**src/rtl/haze_decode_pkg.sv**
```systemverilog
// Shared decode definitions: RV32I/RV64I opcodes, immediate kinds and skid-buffer states.
package haze_decode_pkg;

    localparam logic [6:0] OP_LOAD     = 7'b0000011;
    localparam logic [6:0] OP_MISC_MEM = 7'b0001111;
    localparam logic [6:0] OP_IMM      = 7'b0010011;
    localparam logic [6:0] OP_AUIPC    = 7'b0010111;
    localparam logic [6:0] OP_STORE    = 7'b0100011;
    localparam logic [6:0] OP_OP       = 7'b0110011;
    localparam logic [6:0] OP_LUI      = 7'b0110111;
    localparam logic [6:0] OP_BRANCH   = 7'b1100011;
    localparam logic [6:0] OP_JALR     = 7'b1100111;
    localparam logic [6:0] OP_JAL      = 7'b1101111;
    localparam logic [6:0] OP_SYSTEM   = 7'b1110011;

    typedef enum logic [2:0] {
        IMM_NONE  = 3'd0,
        IMM_I     = 3'd1,
        IMM_S     = 3'd2,
        IMM_B     = 3'd3,
        IMM_U     = 3'd4,
        IMM_J     = 3'd5,
        IMM_SHAMT = 3'd6
    } imm_type_t;

    typedef enum logic [1:0] {
        EMPTY = 2'd0,
        ONE   = 2'd1,
        TWO   = 2'd2
    } skid_state_t;

    // OP-IMM func3 codes for SLLI and SRLI/SRAI carry a shift amount, not an I immediate.
    function automatic logic is_shift_func3(input logic [2:0] func3);
        return (func3 == 3'b001) || (func3 == 3'b101);
    endfunction

endpackage

```
**src/rtl/immediate_generator.sv**
```systemverilog
// Combinational immediate selection, XLEN sign/zero extension and illegal-encoding detection.
module immediate_generator
    import haze_decode_pkg::*;
#(
    parameter int XLEN = 32
) (
    input  logic [31:0]     i_Instruction,
    output imm_type_t       o_ImmType,
    output logic [XLEN-1:0] o_Imm,
    output logic            o_Illegal
);

    logic [6:0] opcode;
    logic [2:0] func3;

    assign opcode = i_Instruction[6:0];
    assign func3  = i_Instruction[14:12];

    always_comb begin
        o_ImmType = IMM_NONE;
        o_Imm     = '0;
        o_Illegal = 1'b0;
        // Every listed opcode ends in 2'b11, so the default arm also catches compressed encodings.
        case (opcode)
            OP_LOAD: begin
                o_ImmType = IMM_I;
                o_Imm     = XLEN'($signed(i_Instruction[31:20]));
            end
            OP_JALR: begin
                if (func3 != 3'b000) begin
                    o_Illegal = 1'b1;
                end else begin
                    o_ImmType = IMM_I;
                    o_Imm     = XLEN'($signed(i_Instruction[31:20]));
                end
            end
            OP_IMM: begin
                if (is_shift_func3(func3)) begin
                    o_ImmType = IMM_SHAMT;
                    if (XLEN == 64) o_Imm = XLEN'(i_Instruction[25:20]);
                    else            o_Imm = XLEN'(i_Instruction[24:20]);
                end else begin
                    o_ImmType = IMM_I;
                    o_Imm     = XLEN'($signed(i_Instruction[31:20]));
                end
            end
            OP_STORE: begin
                o_ImmType = IMM_S;
                o_Imm     = XLEN'($signed({i_Instruction[31:25], i_Instruction[11:7]}));
            end
            OP_BRANCH: begin
                if (func3 == 3'b010 || func3 == 3'b011) begin
                    o_Illegal = 1'b1;
                end else begin
                    o_ImmType = IMM_B;
                    o_Imm     = XLEN'($signed({i_Instruction[31], i_Instruction[7],
                                               i_Instruction[30:25], i_Instruction[11:8], 1'b0}));
                end
            end
            OP_LUI, OP_AUIPC: begin
                o_ImmType = IMM_U;
                o_Imm     = XLEN'($signed({i_Instruction[31:12], 12'b0}));
            end
            OP_JAL: begin
                o_ImmType = IMM_J;
                o_Imm     = XLEN'($signed({i_Instruction[31], i_Instruction[19:12],
                                           i_Instruction[20], i_Instruction[30:21], 1'b0}));
            end
            OP_OP, OP_MISC_MEM, OP_SYSTEM: begin
                o_ImmType = IMM_NONE;
            end
            default: begin
                o_Illegal = 1'b1;
            end
        endcase
    end

endmodule

```
**src/rtl/decode_stage.sv**
```systemverilog
// Registered decode stage: combinational decode captured into a main register backed by one skid slot.
module decode_stage
    import haze_decode_pkg::*;
#(
    parameter int XLEN        = 32,
    parameter int COUNT_WIDTH = 16
) (
    input  logic                   i_Clock,
    input  logic                   i_nReset,
    input  logic                   i_Flush,
    input  logic                   i_Valid,
    output logic                   o_Ready,
    input  logic [31:0]            i_Instruction,
    input  logic [XLEN-1:0]        i_PC,
    output logic                   o_Valid,
    input  logic                   i_Ready,
    output logic [XLEN-1:0]        o_PC,
    output logic [6:0]             o_Opcode,
    output logic [4:0]             o_RD,
    output logic [4:0]             o_RS1,
    output logic [4:0]             o_RS2,
    output logic [2:0]             o_Func3,
    output logic [6:0]             o_Func7,
    output imm_type_t              o_ImmType,
    output logic [XLEN-1:0]        o_Imm,
    output logic                   o_Illegal,
    output logic [COUNT_WIDTH-1:0] o_DecodeCount
);

    typedef struct packed {
        logic [XLEN-1:0] pc;
        logic [6:0]      opcode;
        logic [4:0]      rd;
        logic [4:0]      rs1;
        logic [4:0]      rs2;
        logic [2:0]      func3;
        logic [6:0]      func7;
        imm_type_t       imm_type;
        logic [XLEN-1:0] imm;
        logic            illegal;
    } decoded_bundle_t;

    imm_type_t        imm_type;
    logic [XLEN-1:0]  imm;
    logic             illegal;
    decoded_bundle_t  decoded;

    skid_state_t            state_reg;
    decoded_bundle_t        main_reg;
    decoded_bundle_t        skid_reg;
    logic                   valid_reg;
    logic                   ready_reg;
    logic [COUNT_WIDTH-1:0] count_reg;

    logic accept;
    logic handoff;

    immediate_generator #(.XLEN(XLEN)) u_immediate_generator (
        .i_Instruction (i_Instruction),
        .o_ImmType     (imm_type),
        .o_Imm         (imm),
        .o_Illegal     (illegal)
    );

    always_comb begin
        decoded          = '0;
        decoded.pc       = i_PC;
        decoded.opcode   = i_Instruction[6:0];
        decoded.rd       = i_Instruction[11:7];
        decoded.rs1      = i_Instruction[19:15];
        decoded.rs2      = i_Instruction[24:20];
        decoded.func3    = i_Instruction[14:12];
        decoded.func7    = i_Instruction[31:25];
        decoded.imm_type = imm_type;
        decoded.imm      = imm;
        decoded.illegal  = illegal;
    end

    assign accept  = i_Valid && ready_reg;
    assign handoff = valid_reg && i_Ready;

    always_ff @(posedge i_Clock) begin
        if (!i_nReset) begin
            state_reg <= EMPTY;
            main_reg  <= '0;
            skid_reg  <= '0;
            valid_reg <= 1'b0;
            ready_reg <= 1'b1;
            count_reg <= '0;
        end else begin
            // A hand-off completes on this edge even if a flush discards everything else.
            if (handoff) count_reg <= count_reg + COUNT_WIDTH'(1);
            if (i_Flush) begin
                state_reg <= EMPTY;
                valid_reg <= 1'b0;
                ready_reg <= 1'b1;
            end else begin
                case (state_reg)
                    EMPTY: begin
                        if (accept) begin
                            main_reg  <= decoded;
                            state_reg <= ONE;
                            valid_reg <= 1'b1;
                        end
                    end
                    ONE: begin
                        if (accept && handoff) begin
                            main_reg <= decoded;
                        end else if (accept) begin
                            skid_reg  <= decoded;
                            state_reg <= TWO;
                            ready_reg <= 1'b0;
                        end else if (handoff) begin
                            state_reg <= EMPTY;
                            valid_reg <= 1'b0;
                        end
                    end
                    TWO: begin
                        if (handoff) begin
                            main_reg  <= skid_reg;
                            state_reg <= ONE;
                            ready_reg <= 1'b1;
                        end
                    end
                    default: begin
                        state_reg <= EMPTY;
                        valid_reg <= 1'b0;
                        ready_reg <= 1'b1;
                    end
                endcase
            end
        end
    end

    assign o_Valid       = valid_reg;
    assign o_Ready       = ready_reg;
    assign o_PC          = main_reg.pc;
    assign o_Opcode      = main_reg.opcode;
    assign o_RD          = main_reg.rd;
    assign o_RS1         = main_reg.rs1;
    assign o_RS2         = main_reg.rs2;
    assign o_Func3       = main_reg.func3;
    assign o_Func7       = main_reg.func7;
    assign o_ImmType     = main_reg.imm_type;
    assign o_Imm         = main_reg.imm;
    assign o_Illegal     = main_reg.illegal;
    assign o_DecodeCount = count_reg;

endmodule

```
**config.mk**
```make
export PLATFORM = sky130hd
export DESIGN_NAME = decode_stage
export DESIGN_NICKNAME = d
export VERILOG_FILES = /design/src/rtl/haze_decode_pkg.sv /design/src/rtl/immediate_generator.sv /design/src/rtl/decode_stage.sv
export SDC_FILE = /design/constraint.sdc
export NUM_CORES = 1
export LEC_CHECK = 0
export ABC_CLOCK_PERIOD_IN_PS = 1900
export CAP_MARGIN = 15
export CORE_MARGIN = 2
export CORE_UTILIZATION = 40
export DETAILED_ROUTE_END_ITERATION = 7
export PLACE_DENSITY = 0.66
export SYNTH_ARGS = -nofsm -noshare
export SYNTH_HDL_FRONTEND = slang
export SYNTH_SLANG_ARGS = --single-unit
```
**constraint.sdc**
```tcl
create_clock -name i_Clock -period 1.9 [get_ports i_Clock]
set_input_delay 0.19 -clock i_Clock [delete_from_list [all_inputs] [get_ports i_Clock]]
set_output_delay 0.19 -clock i_Clock [all_outputs]
set_load 0.01 [all_outputs]
```
==> metrics.txt <==
Layout Cells excl Fill=1,650; drt wl/cell=16.76 um; synth cell count leaders=318 x nand2_1, 220 x dfxtp_1, 100 x a21oi_1; leading area contributor after synthesis=dfxtp_1; GPL Wtd Cong=0.8830; total power=11,260 uW; most frequent cell after synthesis=nand2_1; Crit Path Max Fanout=10; core footprint=0.02250 sq mm; clk buf depth=3; maxcap violations=0; layout cells sized above 1=0.1275; CTS Root Cell=clkbuf_16; latest clock arrival within the worst-skew pair=0.52 ns; Sink Count=220; Hold Fails Final Rpt=0; # IOs=187; cells along the critical path=a21boi_0 -> or3_4 -> or3_1 -> o22ai_2 -> buf_12 -> a221oi_2; Via density=5.392; die width=154.8 um; FFs w/ async S/R, synth=0; largest cells by area after synthesis=dfxtp_1 48%, nand2_1 13%, a311oi_1 6.3%; max reg flops=100; Reg power frac=0.435; Primary FF master, synth=dfxtp_1; # hold bufs at CTS=0; HP Start=i_PC[4]; reg2reg end=o_Imm[25]; switching power=2684 uW; status=complete, no violations; Synthesis Warnings=0; Yosys reg bits=220; Post-synth EDFFs=0; syn_area_per_cell=8.011 sq um; global-route wire length before repair=44,500 um; Hold Crit Class=in2reg; Post-Synthesis Cell Area=0.009100 sq mm; # DRC=0; Die Height=154.8 um; Total GRT Usage=0.2259; Cell variety after synth=60; Starting Density=0.4044; vias in the first global route=8,521; Internal=8571 uW; GR Overflow Total=0; Worst Setup Start Kind=register; FILL cells=2,043; Slew Limit Headroom=0.6163; Sw Ratio=0.2385; LEAKAGE=0.004599 uW; Mapped Cells=1,136; TritonCTS clock tree=done; Hold EP=skid_reg[72]; Final Max Tran Viols=0; Clock power frac=0.444; net count after synthesis=1,206; Tmin final=1.820 ns; Crit-path slowest cell=or3_4; WS Path Type=reg2reg; RSZ-0062 raised after global routing=yes; DR vias=8,896; n_diodes=0; Cell Count Post-Placement=1,605; drt first pass iters=7; drt total wl=27,660 um; area grow syn2layout=41.26%; CP peak stage delay=0.44 ns; reg2reg path depth=6; register-to-register setup slack=0.08 ns; Gate power share=0.121; Worst Max-Slew Pin Slew=0.5755 ns; Yosys top cell area share=0.4840; Critical Path AT=2.19 ns; Max VDD drop=0.0006339 V; H-tree lvl count=1; Worst EP required=2.27 ns; layout net count=1,417; clock slew at reported path FFs=0.06 ns; largest net degree at the start of global routing=77; 1st-iter DRT viols=707; worst r2r src=o_Valid; Final period util=0.9577; clk_skew=0.01270 ns; # setup viols final=0; TNS Setup=0 ns; initial antenna violation count=0; ANT nets after route=0; number of CTS-inserted buffers=24; pwr/cell area=875.6 mW/mm^2; Post-DP HPWL=18,480 um; row count=55; max frequency=549.5 MHz; Worst Hold Depth=3; port bufs=186; crit path capture type=register; Fin Hold WS=0.2591 ns; die area=0.02397 sq mm; sequential-to-total area share from yosys stat=0.4840
[per-layer routing]
metal | routed length [um] | share of wire | vias to the layer above | GRT usage
met4 | 444 | 0.016 | 0 | 0.05291
met2 | 12810 | 0.46 | 296 | 0.3699
met1 | 12600 | 0.46 | 4174 | 0.3127
li1 | - | - | 4388 | -
met3 | 1804 | 0.065 | 38 | 0.03783
met5 | 0 | 0 | - | 0
[worst max-delay path by stage]
stage | start | to | slack (ns) | depth (start not counted)
after detailed placement | i_Instruction[2] | o_Imm[28] | -0.38 | 7
after global routing | o_Valid | o_Imm[25] | 0.004 | 6
after CTS | state_reg[1] | skid_reg[49] | 0.03 | 6
after floorplan | state_reg[1] | o_Imm[21] | 0.02 | 7
final | o_Valid | o_Imm[25] | 0.08 | 6
after global placement | i_Instruction[2] | o_Imm[27] | -0.34 | 7
[worst max-delay path: cells and delay by family, from the launching register on]
family	cells	cell delay [ns]
AO/OA/AOI/OAI	3	0.41
AND/OR/NAND/NOR	2	0.77
buffers and inverters	1	0.18
flip-flops	1	0.32
[layout by cell type, fill, tap and decap left out, types with 4 or more instances in the layout]
cell type	count
a21oi_1	100
a221oi_1	10
a221oi_2	10
a22o_1	4
a311oi_1	64
a31oi_1	20
a32o_1	6
buf_12	23
buf_4	77
clkbuf_16	25
clkbuf_8	7
clkdlybuf4s50_1	186
dfxtp_1	219
inv_1	8
nand2_1	318
nand2b_1	4
nand3_1	9
nand4_1	4
nor2_1	95
nor3_1	13
o211ai_1	8
o21ai_0	63
or3_1	6
or3_4	4
xnor2_1	8
[metrics by stage]
stage,setup WS [ns],area [sq um],utilization
after floorplan,0.02018,9107,-
after global placement,-0.3442,11960,0.5316
after detailed placement,-0.3790,11960,0.5316
after CTS,0.02805,12820,0.5699
after global routing,0.003798,12850,0.5713
final,0.08028,12850,0.5713
[what timing repair did]
| item | CTS | global route |
|---|---|---|
| gates resized for setup | 0 | 5 |
| buffers inserted | 0 | 1 |
| setup endpoints to repair | 0 | 51 |
| hold endpoints to repair | 0 | 0 |
[cell type report]
type                            count  area, sq um  share of cell area
Tap cell                          285        356.6             0.02774
Clock buffer                       35        733.2             0.05704
Timing Repair Buffer              286         2900              0.2256
Multi-Input combinational cell    806         4293              0.3340
Sequential cell                   220         4405              0.3427
Inverter                            9        38.79            0.003017
Clock inverter                      9        127.6            0.009928
[logic make-up (layout without fill, tap and decap cells)]
family / count (synthesis) / after routing / synth area share
adders and majority gates: 1 / 1 / 0.001375
xor gates and xnor gates: 11 / 11 / 0.01059
muxes: 2 / 2 / 0.002200
and+or+nand+nor: 478 / 478 / 0.2149
DFF: 220 / 220 / 0.4840
AOI/OAI and AO/OA: 314 / 314 / 0.2355
buffers and inverters: 110 / 339 / 0.05142
[power by group through the flow]
stage               sequential (uW)  combinational [uW]  clock [uW]
global route                   4910                1480        5310
CTS                            4900                1360        5090
global placement               4990                1350           0
finish                         4900                1370        4990
floorplan                      5040                 517           0
detailed placement             5000                1360           0
Note: power is estimated with default switching activity, not from simulation.
